===== config.mk =====
export PLATFORM = sky130hd
export DESIGN_NAME = taillight_ctrl_flat
export DESIGN_NICKNAME = d
export VERILOG_FILES = /design/src/rtl/taillight_pkg.sv /design/src/rtl/taillight_if.sv /design/src/rtl/taillight_ctrl_tick_gen.sv /design/src/rtl/taillight_ctrl.sv /design/src/flat_wrapper.sv
export SDC_FILE = /design/constraint.sdc
export NUM_CORES = 1
export LEC_CHECK = 0
export ABC_AREA = 1
export ABC_CLOCK_PERIOD_IN_PS = 5400
export CAP_MARGIN = 10
export CELL_PAD_IN_SITES_DETAIL_PLACEMENT = 1
export CELL_PAD_IN_SITES_GLOBAL_PLACEMENT = 1
export CORE_MARGIN = 1
export CORE_UTILIZATION = 47
export DETAILED_ROUTE_END_ITERATION = 10
export MAX_ROUTING_LAYER = met4
export PLACE_DENSITY = 0.9
export RECOVER_POWER = 25
export SYNTH_ARGS = -nofsm -noshare
export SYNTH_HDL_FRONTEND = slang
export SYNTH_SLANG_ARGS = --single-unit

===== constraint.sdc =====
create_clock -name Clk -period 5.4 [get_ports Clk]
set_input_delay 1.35 -clock Clk [delete_from_list [all_inputs] [get_ports Clk]]
set_output_delay 1.35 -clock Clk [all_outputs]
set_load 0.02 [all_outputs]

===== src/rtl/taillight_pkg.sv =====
// Shared types for the tail-light sequencer: state encoding, side patterns and lamp decode.
package taillight_pkg;

  typedef enum logic [3:0] {
    ST_IDLE    = 4'd0,
    ST_L1      = 4'd1,
    ST_L2      = 4'd2,
    ST_L3      = 4'd3,
    ST_R1      = 4'd4,
    ST_R2      = 4'd5,
    ST_R3      = 4'd6,
    ST_HAZ_ON  = 4'd7,
    ST_HAZ_OFF = 4'd8
  } state_e;

  localparam logic [2:0] PAT_OFF   = 3'b000;
  localparam logic [2:0] PAT_STEP1 = 3'b001;
  localparam logic [2:0] PAT_STEP2 = 3'b011;
  localparam logic [2:0] PAT_STEP3 = 3'b111;
  localparam logic [2:0] PAT_ALL   = 3'b111;

  // left = {LC,LB,LA}, right = {RC,RB,RA}; bit 0 is the innermost lamp on each side
  typedef struct packed {
    logic [2:0] left;
    logic [2:0] right;
  } lamps_t;

  // A side not running a turn sequence shows all lamps while braking
  function automatic lamps_t decode_lamps(input state_e st, input logic brake);
    lamps_t l;
    logic   turn_l;
    logic   turn_r;
    l       = '{left: PAT_OFF, right: PAT_OFF};
    turn_l  = 1'b0;
    turn_r  = 1'b0;
    case (st)
      ST_L1:      begin l.left  = PAT_STEP1; turn_l = 1'b1; end
      ST_L2:      begin l.left  = PAT_STEP2; turn_l = 1'b1; end
      ST_L3:      begin l.left  = PAT_STEP3; turn_l = 1'b1; end
      ST_R1:      begin l.right = PAT_STEP1; turn_r = 1'b1; end
      ST_R2:      begin l.right = PAT_STEP2; turn_r = 1'b1; end
      ST_R3:      begin l.right = PAT_STEP3; turn_r = 1'b1; end
      ST_HAZ_ON:  begin l.left  = PAT_ALL;   l.right = PAT_ALL; end
      default:    l = '{left: PAT_OFF, right: PAT_OFF};
    endcase
    if (brake) begin
      if (!turn_l) l.left  = PAT_ALL;
      if (!turn_r) l.right = PAT_ALL;
    end
    return l;
  endfunction

endpackage


===== src/rtl/taillight_if.sv =====
// Switch requests in, lamp drives and status out, between board top and taillight_ctrl.
interface taillight_if;
  logic Left;
  logic Right;
  logic Hazard;
  logic Brake;
  logic LA, LB, LC;
  logic RA, RB, RC;
  logic Tick;
  logic Busy;

  modport master (
    output Left, Right, Hazard, Brake,
    input  LA, LB, LC, RA, RB, RC, Tick, Busy
  );

  modport slave (
    input  Left, Right, Hazard, Brake,
    output LA, LB, LC, RA, RB, RC, Tick, Busy
  );
endinterface


===== src/rtl/taillight_ctrl_tick_gen.sv =====
// Prescaler: one-cycle tick every TICK_DIV clocks, first tick TICK_DIV cycles after reset.
module tick_gen #(
  parameter int unsigned TICK_DIV = 50000000
) (
  input  logic Clk,
  input  logic Rst,
  output logic o_tick_c
);

  localparam int unsigned CW = $clog2(TICK_DIV);

  logic [CW-1:0] r_count;

  assign o_tick_c = (r_count == CW'(TICK_DIV - 1));

  always_ff @(posedge Clk or posedge Rst) begin
    if (Rst)           r_count <= '0;
    else if (o_tick_c) r_count <= '0;
    else               r_count <= r_count + CW'(1);
  end

endmodule


===== src/rtl/taillight_ctrl.sv =====
// Tail-light sequencer: synchronised requests, tick-enabled FSM, registered lamp decode.
// Define TAILLIGHT_BRAKE_EN to overlay the brake light on sides not running a turn.
module taillight_ctrl
  import taillight_pkg::*;
#(
  parameter int unsigned TICK_DIV    = 50000000,
  parameter int unsigned SYNC_STAGES = 2
) (
  input  logic        Clk,
  input  logic        Rst,
  taillight_if.slave  bus
);

  logic                        w_tick;
  logic [SYNC_STAGES-1:0][3:0] r_sync;
  logic                        w_left, w_right, w_hazard, w_brake_s, w_brake_eff;
  logic                        w_hz;
  state_e                      r_state, w_state_nxt, w_state_eff;
  lamps_t                      r_lamps;

  tick_gen #(.TICK_DIV(TICK_DIV)) u_tick_gen (
    .Clk      (Clk),
    .Rst      (Rst),
    .o_tick_c (w_tick)
  );

  // Per-input synchroniser chain; bit order {Brake, Hazard, Right, Left}
  always_ff @(posedge Clk or posedge Rst) begin
    if (Rst) r_sync <= '0;
    else     r_sync <= {r_sync[SYNC_STAGES-2:0], {bus.Brake, bus.Hazard, bus.Right, bus.Left}};
  end

  assign {w_brake_s, w_hazard, w_right, w_left} = r_sync[SYNC_STAGES-1];
  assign w_hz = w_hazard | (w_left & w_right);

`ifdef TAILLIGHT_BRAKE_EN
  assign w_brake_eff = w_brake_s;
`else
  logic w_unused_brake;
  assign w_unused_brake = w_brake_s;
  assign w_brake_eff    = 1'b0;
`endif

  always_ff @(posedge Clk or posedge Rst) begin
    if (Rst)         r_state <= ST_IDLE;
    else if (w_tick) r_state <= w_state_nxt;
  end

  always_comb begin
    w_state_nxt = ST_IDLE;
    case (r_state)
      ST_IDLE: begin
        if      (w_hz)    w_state_nxt = ST_HAZ_ON;
        else if (w_left)  w_state_nxt = ST_L1;
        else if (w_right) w_state_nxt = ST_R1;
      end
      ST_L1: begin
        if      (w_hz)    w_state_nxt = ST_HAZ_ON;
        else if (w_left)  w_state_nxt = ST_L2;
      end
      ST_L2: begin
        if      (w_hz)    w_state_nxt = ST_HAZ_ON;
        else if (w_left)  w_state_nxt = ST_L3;
      end
      ST_R1: begin
        if      (w_hz)    w_state_nxt = ST_HAZ_ON;
        else if (w_right) w_state_nxt = ST_R2;
      end
      ST_R2: begin
        if      (w_hz)    w_state_nxt = ST_HAZ_ON;
        else if (w_right) w_state_nxt = ST_R3;
      end
      ST_L3, ST_R3, ST_HAZ_OFF: begin
        if (w_hz) w_state_nxt = ST_HAZ_ON;
      end
      ST_HAZ_ON: begin
        if (w_hz) w_state_nxt = ST_HAZ_OFF;
      end
      default: w_state_nxt = ST_IDLE;
    endcase
  end

  // Lamps follow the state being loaded, so they change on the same edge as the state
  assign w_state_eff = w_tick ? w_state_nxt : r_state;

  always_ff @(posedge Clk or posedge Rst) begin
    if (Rst) r_lamps <= '0;
    else     r_lamps <= decode_lamps(w_state_eff, w_brake_eff);
  end

  assign bus.LA   = r_lamps.left[0];
  assign bus.LB   = r_lamps.left[1];
  assign bus.LC   = r_lamps.left[2];
  assign bus.RA   = r_lamps.right[0];
  assign bus.RB   = r_lamps.right[1];
  assign bus.RC   = r_lamps.right[2];
  assign bus.Tick = w_tick;
  assign bus.Busy = (r_state != ST_IDLE);

endmodule

===== src/flat_wrapper.sv =====
// flat-port wrapper written by rule: the top's interface ports become plain ports
module taillight_ctrl_flat import taillight_pkg::*;
#(
  parameter int unsigned TICK_DIV    = 50000000,
  parameter int unsigned SYNC_STAGES = 2
)
  (Clk, Rst, bus_Left, bus_Right, bus_Hazard, bus_Brake, bus_LA, bus_LB, bus_LC, bus_RA, bus_RB, bus_RC, bus_Tick, bus_Busy);
  taillight_if bus_i ();
  input  logic Clk;
  input  logic Rst;
  input wire logic [$bits(bus_i.Left)-1:0] bus_Left;
  input wire logic [$bits(bus_i.Right)-1:0] bus_Right;
  input wire logic [$bits(bus_i.Hazard)-1:0] bus_Hazard;
  input wire logic [$bits(bus_i.Brake)-1:0] bus_Brake;
  output wire logic [$bits(bus_i.LA)-1:0] bus_LA;
  output wire logic [$bits(bus_i.LB)-1:0] bus_LB;
  output wire logic [$bits(bus_i.LC)-1:0] bus_LC;
  output wire logic [$bits(bus_i.RA)-1:0] bus_RA;
  output wire logic [$bits(bus_i.RB)-1:0] bus_RB;
  output wire logic [$bits(bus_i.RC)-1:0] bus_RC;
  output wire logic [$bits(bus_i.Tick)-1:0] bus_Tick;
  output wire logic [$bits(bus_i.Busy)-1:0] bus_Busy;
  assign bus_i.Left = bus_Left;
  assign bus_i.Right = bus_Right;
  assign bus_i.Hazard = bus_Hazard;
  assign bus_i.Brake = bus_Brake;
  assign bus_LA = bus_i.LA;
  assign bus_LB = bus_i.LB;
  assign bus_LC = bus_i.LC;
  assign bus_RA = bus_i.RA;
  assign bus_RB = bus_i.RB;
  assign bus_RC = bus_i.RC;
  assign bus_Tick = bus_i.Tick;
  assign bus_Busy = bus_i.Busy;
  taillight_ctrl #(.TICK_DIV(TICK_DIV), .SYNC_STAGES(SYNC_STAGES)) u_core (.Clk(Clk), .Rst(Rst), .bus(bus_i));
endmodule

# [Word level (Yosys, flattened, before mapping)]
# Cells that the tools add are included.
[op_classes] add_sub_neg=1 eq_ne=16 mux=18 n_bitwise=2 n_reduce_logical=5
[ops] cell="4-bit by 3-bit equality test with 1-bit output, second input constant" count=8
[ops] cell="4-bit 2-to-1 mux" count=7
[ops] cell="4-bit case mux with 7 select lines" count=1
[ops] cell="26-bit by 1-bit adder with 26-bit output, second input constant" count=1
[ops] cell="26-bit equality test, second input constant" count=1
[ops] cell="26-bit 2-to-1 mux" count=1
[ops] cell="3-bit case mux with 3 select lines" count=2
[ops] cell="4-bit by 2-bit equality test with 1-bit output, second input constant" count=4
[ops] cell="3-bit 2-to-1 mux" count=5
[ops] cell="4-bit by 1-bit equality test with 1-bit output, second input constant" count=2
[ops] cell="4-bit equality test, second input constant" count=1
[ops] cell="4-bit zero test" count=1
[ops] cell="2-bit 2-to-1 mux" count=2
[ops] cell="4-bit nonzero test" count=1
[ops] cell="2-bit OR reduction" count=2
[ops] cell="3-bit OR reduction" count=1
[ops] cell="1-bit bitwise AND" count=1
[ops] cell="1-bit bitwise OR" count=1
[totals] ff_bits=42 wordCells=48

# [Depth between registers and ports, before layout]
[logic_depth] ltp_word=8 ltp_mapped=13

# [Modules after synthesis]
# Synthesis repeated with hierarchy kept, for this count alone.
[unflattened] hier_cells=319 area_unflattened_um2=2376.0
[by_module_without_submodules] module="tick_gen" instances=1 cells_each=215 area_per_inst_um2=1584.0 seq_area_each_um2=650.6
[by_module_without_submodules] module="taillight_ctrl" instances=1 cells_each=104 area_per_inst_um2=792.0 seq_area_each_um2=400.4

# [Worst setup path before layout]
# OpenSTA, ideal clock, no wires.
[synth_timing] path_type="register to output" start="reg u_core.u_tick_gen.r_count[0]" end="out bus_Tick" arrival_time_ns=1.437 slack_ns=2.613 path_stages_with_launch=8 n_path_buf=0 cell_sequence="dfrtp_1 > ha_1 > nand3_1 > nor2_4 > inv_1 > nor2_1 > nand4_1 > inv_2"
[synth_between] elab_chain_cells=1
[synth_lines] element="start, declared" line_no="taillight_ctrl_tick_gen.sv:12" text="logic [CW-1:0] r_count;"
[synth_lines] element="start signal, assigned" line_no="taillight_ctrl_tick_gen.sv:19" text="else r_count <= r_count + CW'(1);"
[synth_lines] element="26-bit equality test" line_no="taillight_ctrl_tick_gen.sv:14" text="assign o_tick_c = (r_count == CW'(TICK_DIV - 1));"
[synth_lines] element="end, declared" line_no="flat_wrapper.sv:21" text="output wire logic [$bits(bus_i.Tick)-1:0] bus_Tick;"
# No other way between the ends.

# [Final worst setup path]
# Same ends and word-level chain as after synthesis.

==> summary.md <==
| Metric | Value |
|---|---|
| Via count | 1887 |
| Relative slew slack | 0.410 |
| Clk buf depth | 2 |
| Mapped cell area | 2280 µm² |
| Nets | 313 |
| Setup TNS | 0 ps |
| Die Ht | 71.7 µm |
| Pin count of the biggest net entering global routing | 43 |
| Port-buffer cells | 12 |
| FMAX | 230 MHz |
| Period Utilization, post-route | 0.804 |
| Number of flops mapped to enable cells by yosys | 0 |
| Die X | 71.7 µm |
| Core footprint | 4690 µm² |
| CTS Buf Count | 5 |
| First-pass detailed-route iteration total | 4 |
| Site row count | 25 |
| Post-CTS Hold Buffers | 0 |
| Final setup viols | 0 |
| N_diodes | 0 |
| Total track usage | 0.238 |
| Initial Util | 0.487 |
| Worst R2R End | u_core.bus.LA$_DFF_PP0_ |
| Pwr Total | 0.000523 W |
| Number of DRC markers in iteration 0 | 54 |
| Max-Cap Viols | 0 |
| Vias in the first global route | 1942 |
| #FFs+latches synth | 42 |
| Hold path endpoint | u_core.r_sync[6]$_DFF_PP0_ |
| RSZ-0062 raised after global routing | no |
| WL final | 5260 µm |
| GRT Residual Overflow | 0 |
| Tmin final | 4340 ps |
| Crit end category | primary output |
| Buf+Inv Stages, Crit Path | 3 |
| Residual DRC | 0 |
| Setup repair bufs after CTS | 0 |
| Netlist cell types | 30 |
| Die Area | 5140 µm² |
| Clock sinks | 42 |
| Ys flop type | dfrtp_1 |
| Slowest cell on crit path | clkdlybuf4s50_1 |
| FF/Latch Area | 1050 µm² |
| Reg2reg setup slack | 3060 ps |
| Number of routed nets with antenna violations | 0 |
| Cell family with most CP delay | simple AND/OR/NAND/NOR gates |
| Tightest Pin Transition | 881 ps |
| Worst min-delay path startpoint | u_core.r_sync[2]$_DFF_PP0_ |
| Final Wtd Congestion | 0.860 |
| Layout cell share with drive strength beyond 1 | 0.0980 |
| Critical path launch point | u_core.u_tick_gen.r_count[0]$_DFF_PP0_ |
| Clock Skew | 5.73 ps |
| CTS clock-pin slew for the worst setup and hold paths | 70 ps |
| Critical Path, Cell by Cell | ha_1, nand3_1, nor2_1, inv_1, nor2_1, nand4_1, inv_2, clkdlybuf4s50_1 |
| Syn_nets | 295 |
| Type of the worst min-delay path | reg2reg |
| Endpoints failing hold | 0 |
| WP data required | 4050 ps |
| R2R cell count | 12 |
| Asr flop ratio synth | 1.00 |
| Area growth from synthesis to layout | 9.69% |
| Final Max Slew Viols | 0 |
| Vias per cell | 5.24 |
| Fillcell total | 586 |
| Synth Instances | 288 |
| CTS tree | yes |
| Nature of the critical path startpoint | flip-flop |
| Skew-Pair Late Insertion Delay | 290 ps |
| H-tree depth | 2 |
| CP Class | reg2out |
| Global-route wire length before repair | 9020 µm |
| CP max stage delay | 620 ps |
| Crit-path most repeated cell | nor2_1 |
| Resized Gates After CTS | 0 |
| Post-route setup slack | 1060 ps |
| Maximum VDD drop | 0.000106 V |
| Power per cell area | 209 nW/µm² |
| Initial antenna violation count | 0 |
| Reg-to-Reg Start | u_core.u_tick_gen.r_count[0]$_DFF_PP0_ |
| Worst EP arrival | 2990 ps |
| Synth Warn # | 0 |
| LEAKAGE | 1.27 nW |
| DP HPWL | 4050 µm |
| Routed WL per cell | 14.6 µm |
| Post-Syn Area per Cell | 7.93 µm² |
| CP max FO | 7 |
| Seq/Total Area, Yosys | 0.460 |
| Hold Path Cell Cnt | 0 |
| Fin util | 0.534 |
| Outcome | completed |
| Top Ports | 14 |
| Area occupied by multi-input gates | 1030 µm² |
| Clock root buffer master | clkbuf_8 |
| Dpl ws | 1640 ps |
[through the flow]
stage | instances | area, µm² | hold WS (ps)
after floorplan | 288 | 2280 | 331
after global routing | 360 | 2510 | 370
after CTS | 360 | 2530 | 362
final | 360 | 2510 | 359
after detailed placement | 353 | 2460 | 345
after global placement | 353 | 2460 | 335
[layout make-up]
class | count | share of cell area
flip-flops and latches | 42 | 0.419
multi-input cells | 202 | 0.409
inverters | 42 | 0.0629
repair buffers | 13 | 0.0509
clock buffers | 7 | 0.0305
well taps | 54 | 0.0270
[Yosys cell counts, types with 3 or more instances]
cell type / number / share of area
nor3_1: 6 / 0.013
nor2_4: 4 / 0.020
inv_2: 3 / 0.0049
dfrtp_1: 42 / 0.46
nand3_1: 23 / 0.050
xnor2_1: 6 / 0.023
nand4_1: 10 / 0.027
inv_1: 38 / 0.062
nor2_2: 4 / 0.011
nand2_1: 65 / 0.11
nor2_1: 46 / 0.076
nand2_2: 10 / 0.027
a21oi_1: 3 / 0.0066
xor2_1: 7 / 0.027
[power breakdown]
part           switching [W]  internal (W)  leakage, nW   total, W
registers        0.000000893      0.000317        0.559   0.000317
logic              0.0000101    0.00000430        0.670  0.0000144
clock network       0.000102     0.0000891       0.0383   0.000191
[cell families after synthesis]
logic type,synth area share
compound gates,0.0307
xor+xnor,0.0498
fa+ha+maj,0.00548
buf+inv,0.0789
flops,0.460
simple gates,0.375
[metal layers]
| layer | GRT usage | routed length, µm | vias up |
|---|---|---|---|
| met5 | - | 0 | - |
| met4 | 0.0893 | 110 | 0 |
| met3 | 0.0436 | 121 | 9 |
| met2 | 0.408 | 2730 | 23 |
| met1 | 0.279 | 2300 | 921 |
| li1 | - | - | 934 |
[state kept, by name (all words and copies together) (netlist names)]
signal and flops:
u_core.bus.LA 1, u_core.bus.LB 1, u_core.bus.LC 1, u_core.bus.RA 1, u_core.bus.RB 1, u_core.bus.RC 1
u_core.r_state 4, u_core.r_sync 6, u_core.u_tick_gen.r_count 26
[cell usage in the layout, fill, tap and decap left out, drive strengths merged]
master	Yosys	routed
o21ai	2	2
a31oi	1	1
clkdlybuf4s50	0	9
inv	41	39
nand3	24	24
clkinv	1	3
dlygate4sd3	0	3
o221a	1	1
nor3	8	8
a21oi	5	5
xor2	7	7
nand3b	2	2
ha	1	1
nand4	10	10
buf	2	1
clkbuf	0	7
and2	1	1
nand2	77	77
nor3b	2	2
o211a	1	1
nor2	54	54
dfrtp	42	42
xnor2	6	6
[worst max path at each step]
| stage | cells after the start | slack, ps | to |
|---|---|---|---|
| floorplan | 7 | 2610 | bus_Tick |
| global placement | 8 | 1730 | bus_Tick |
| detailed placement | 8 | 1640 | bus_Tick |
| CTS | 8 | 1300 | bus_Tick |
| global route | 8 | 860 | bus_Tick |
| finish | 8 | 1060 | bus_Tick |
Note: power is estimated with default switching activity, not from simulation.
